**src/rtl/alu_pkg.sv**
```systemverilog
// Shared types and limits for the ALU issue controller.
package alu_pkg;
   localparam int ALU_W   = 4;
   localparam int CNT_W   = 4;
   localparam int LAT_MIN = 1;
   localparam int LAT_MAX = 15;

   typedef enum logic [1:0] {
      IDLE  = 2'd0,
      ISSUE = 2'd1,
      HOLD  = 2'd2
   } issue_state_t;
endpackage

```
**src/rtl/issue_cnt.sv**
```systemverilog
// Purpose: loadable down-counter with zero flag, times the ALU enable window.
// Latency: load/decrement visible one cycle after the edge.
// Backpressure: none; stops at zero.
module issue_cnt
   import alu_pkg::*;
(
   input  logic             clk,
   input  logic             rst_n,
   input  logic             load,
   input  logic [CNT_W-1:0] load_val,
   input  logic             dec,
   output logic [CNT_W-1:0] cnt,
   output logic             zero
);

   always_ff @(posedge clk or negedge rst_n) begin
      if (!rst_n) begin
         cnt <= '0;
      end else if (load) begin
         cnt <= load_val;
      end else if (dec && (cnt != '0)) begin
         cnt <= cnt - 1'b1;
      end
   end

   assign zero = (cnt == '0);

endmodule

```
**src/rtl/alu_issue_ctrl.sv**
```systemverilog
// Purpose: captures an operand pair, gates it to the ALU for LAT cycles, registers the result.
// Latency: result valid LAT+1 cycles after the accept edge.
// Backpressure: in_ready low from accept until out_ready is seen in HOLD.
module alu_issue_ctrl
   import alu_pkg::*;
#(
   parameter int LAT = 2,
   parameter int W   = ALU_W
) (
   input  logic         clk,
   input  logic         rst_n,
   input  logic         in_valid,
   output logic         in_ready,
   input  logic [W-1:0] in_a,
   input  logic [W-1:0] in_b,
   output logic         e,
   output logic [W-1:0] a,
   output logic [W-1:0] b,
   input  logic [W-1:0] alu_r,
   input  logic         alu_co,
   output logic         out_valid,
   input  logic         out_ready,
   output logic [W-1:0] out_r,
   output logic         out_co
);

   // Out-of-range LAT is clamped so the counter load never wraps.
   localparam int LAT_C = (LAT < LAT_MIN) ? LAT_MIN : ((LAT > LAT_MAX) ? LAT_MAX : LAT);
   localparam logic [CNT_W-1:0] LOAD_VAL = CNT_W'(LAT_C - 1);

   issue_state_t     state;
   logic [CNT_W-1:0] cnt;
   logic             cnt_zero;
   logic             cnt_load;
   logic             cnt_dec;

   assign cnt_load = (state == IDLE) && in_valid;
   assign cnt_dec  = (state == ISSUE);

   issue_cnt u_issue_cnt (
      .clk      (clk),
      .rst_n    (rst_n),
      .load     (cnt_load),
      .load_val (LOAD_VAL),
      .dec      (cnt_dec),
      .cnt      (cnt),
      .zero     (cnt_zero)
   );

   always_ff @(posedge clk or negedge rst_n) begin
      if (!rst_n) begin
         state     <= IDLE;
         in_ready  <= 1'b1;
         e         <= 1'b0;
         a         <= '0;
         b         <= '0;
         out_valid <= 1'b0;
         out_r     <= '0;
         out_co    <= 1'b0;
      end else begin
         case (state)
            IDLE: begin
               if (in_valid) begin
                  a        <= in_a;
                  b        <= in_b;
                  e        <= 1'b1;
                  in_ready <= 1'b0;
                  state    <= ISSUE;
               end
            end
            ISSUE: begin
               // Counter reaching zero marks the last enabled cycle.
               if (cnt_zero) begin
                  out_r     <= alu_r;
                  out_co    <= alu_co;
                  e         <= 1'b0;
                  a         <= '0;
                  b         <= '0;
                  out_valid <= 1'b1;
                  state     <= HOLD;
               end
            end
            HOLD: begin
               if (out_ready) begin
                  out_valid <= 1'b0;
                  in_ready  <= 1'b1;
                  state     <= IDLE;
               end
            end
            default: begin
               state     <= IDLE;
               in_ready  <= 1'b1;
               e         <= 1'b0;
               a         <= '0;
               b         <= '0;
               out_valid <= 1'b0;
            end
         endcase
      end
   end

   logic unused_cnt;
   assign unused_cnt = ^cnt;

endmodule

```
**config.mk**
```make
export PLATFORM = sky130hd
export DESIGN_NAME = alu_issue_ctrl
export DESIGN_NICKNAME = d
export VERILOG_FILES = /design/src/rtl/alu_pkg.sv /design/src/rtl/issue_cnt.sv /design/src/rtl/alu_issue_ctrl.sv
export SDC_FILE = /design/constraint.sdc
export NUM_CORES = 1
export LEC_CHECK = 0
export ABC_AREA = 0
export CORE_MARGIN = 2
export CORE_UTILIZATION = 50
export CTS_CLUSTER_SIZE = 16
export DETAILED_ROUTE_END_ITERATION = 16
export DONT_BUFFER_PORTS = 1
export HOLD_SLACK_MARGIN = 0.06
export PLACE_DENSITY_LB_ADDON = 0.05
export RECOVER_POWER = 25
export SYNTH_ARGS = -nofsm -noshare
export SYNTH_HDL_FRONTEND = slang
export SYNTH_SLANG_ARGS = --single-unit
```
**constraint.sdc**
```tcl
create_clock -name clk -period 1.9 [get_ports clk]
set_input_delay 0.38 -clock clk [delete_from_list [all_inputs] [get_ports clk]]
set_output_delay 0.38 -clock clk [all_outputs]
set_load 0.02 [all_outputs]
```
==> metrics.txt <==
hold depth=1; max_cap viols=0; area delta synth->final=6.64%; TritonRoute pass-1 iters=4; Buffers on Ports=0; Rel. slew slack=35.1%; CTS HTree Levels=1; commonest non-fill, non-tap cell in the layout=dfrtp_1; root buffer cell=clkbuf_4; number of global-route vias before repair=683; Core ar.=1980 sq um; die area=2500 sq um; row cnt=16; Critical Path AT=1.87 ns; final-stage net count=110; WS Path Type=reg2reg; Synthesis Warnings=0; final core utilization=56.8%; crit-path max FO=8; Via density=5.52; flop-to-flop setup slack=0.22 ns; R2R Path End=a[2]; Die Wd=50.0 microns; DR iter-0 viols=5; I/O pins=33; drt wl/cell=16.4 microns; Synth cell types=33; clk buf depth=2; FF+latch count, synth=22; Slew Limit Fails=0; final setup fails=0; Lkg Pwr=0.511 nW; Antenna diodes=0; Design Area, Final=1130 sq um; async set-or-reset flop fraction in the synthesized netlist=100%; Hold Startpoint=alu_r[1]; Pwr Total=2.11 mW; Initial Util=53.3%; Final Cycle Share=88.2%; first-pass GRT wire length=3170 microns; CP Launch Type=flop; Critical Path RT=2.09 ns; CTS tree=yes; largest net degree at the start of global routing=23; total number of vias=646; gr usage total=17.0%; Critical Path Sink Type=flop; Routed WL=1920 microns; Critical R2R Launch=u_issue_cnt.cnt[0]; Synth Net Count=106; chip height=50.0 microns; Hold Worst Slack=0.213 ns; Mapped Area=1060 sq um; R2R depth=5; Top FF cell, synth=dfrtp_1; CTS buffer count=3; Final Hold Violating Endpoints=0; Tmin final=1.68 ns; VDD IR max=0.000950 V; Area after DPL=1080 sq um; register area share after synthesis=52.3%; top-area cell type share of the netlist area=49.8%; initial antenna violation count=0; setup bufs post-CTS=0; layout cells sized above 1=20.0%; commonest non-fill, non-tap cells in the layout=dfrtp_1, mux2i_1, o2bb2ai_1; clock latency on the worst-skew pair=0.30 ns; post-route ant nets=0; max frequency=597 MHz; Slew @ Worst Pin=0.971 ns; Final Wtd Congestion=0.906; run status=finished, final reports clean; Synth area leaders=dfrtp_1, mux2i_1, o2bb2ai_1; Num Clock Sinks=22; Worst Hold Class=in2reg; setup_tns=0 ns; GRT Residual Overflow=0; DRC Markers=0; RSZ-0062 raised after global routing=no; clock-pin transition on the worst setup and hold timing paths=0.12 ns; Gate Count Post-Synth=87; Hold Path Sink=out_r[1]; area leader, netlist=dfrtp_1; clock skew=0.00469 ns; power per cell area=1880 nW/um^2; Mean Syn Cell Area=12.1 sq um; DP HPWL=1400 microns; Post-synth EDFFs=0; # fillers=167
-- cells by family after synthesis --
logic type,synth area share [%]
AO/OA/AOI/OAI,16.4
adder cells (fa/ha/maj),2.37
buffers and inverters,4.15
flip-flops,52.3
multiplexers,12.9
AND/OR/NAND/NOR,12.0
-- worst max-delay path: stages (launching register included) --
cell,delay (ns)
dfrtp_1,0.44
inv_1,0.12
ha_1,0.17
or3b_4,0.41
and2_1,0.25
o2bb2ai_1,0.18
-- area by class of cell --
class | count | area (sq um) | area share (%)
timing repair buffer | 3 | 25.0 | 2.22
sequential | 22 | 552 | 49.0
multi-input combinational | 56 | 460 | 40.9
inverter | 5 | 18.8 | 1.67
tap | 27 | 33.8 | 3.00
clock buffer | 4 | 36.3 | 3.22
-- flip-flops by register name (all words and copies together) (netlist names) --
signal           flops
a                    4
b                    4
e                    1
in_ready             1
out_co               1
out_r                4
out_valid            1
state                2
u_issue_cnt.cnt      4
-- per-stage QoR --
stage / cells / worst slack [ns]
after detailed placement: 112 / 0.243
after global placement: 112 / 0.316
after floorplan: 87 / 0.366
after global routing: 117 / 0.151
final: 117 / 0.224
after CTS: 117 / 0.228
-- report_power, final --
part | total [mW] | switching (mW) | internal, mW
clock network | 0.255 | 0.138 | 0.117
registers | 1.06 | 0.373 | 0.683
logic | 0.803 | 0.405 | 0.399
-- cell usage after synthesis, types with 2 or more instances --
cell type,n
buf_2,2
ha_1,2
nand2_1,4
nand3_1,3
nor2_1,2
inv_1,5
a22o_1,2
o21ai_0,2
dfrtp_1,21
a21oi_1,2
mux2_2,5
o2bb2ai_1,8
mux2i_1,8
nor2b_1,2
-- worst max-delay path by stage --
| stage | startpoint | end | depth (start not counted) |
|---|---|---|---|
| 5_1_grt | u_issue_cnt.cnt[0] | a[2] | 5 |
| 4_1_cts | u_issue_cnt.cnt[0] | a[2] | 5 |
| 2_1_floorplan | u_issue_cnt.cnt[0] | a[0] | 6 |
| 6_report | u_issue_cnt.cnt[0] | a[2] | 5 |
| 3_5_place_dp | u_issue_cnt.cnt[0] | a[2] | 5 |
| 3_3_place_gp | u_issue_cnt.cnt[0] | a[2] | 5 |
-- repair_timing --
item | CTS | global route
resized for setup | 0 | 0
endpoints found under the hold margin | 22 | 0
hold buffers | 1 | 0
-- metal layers --
metal	part of all wire [%]	track usage, %	wire (microns)
met2	46	26.0	880
met1	48	24.1	925
met3	5.1	4.24	97
met5	0	0	0
met4	0.89	4.17	17
Note: power is estimated with default switching activity, not from simulation.
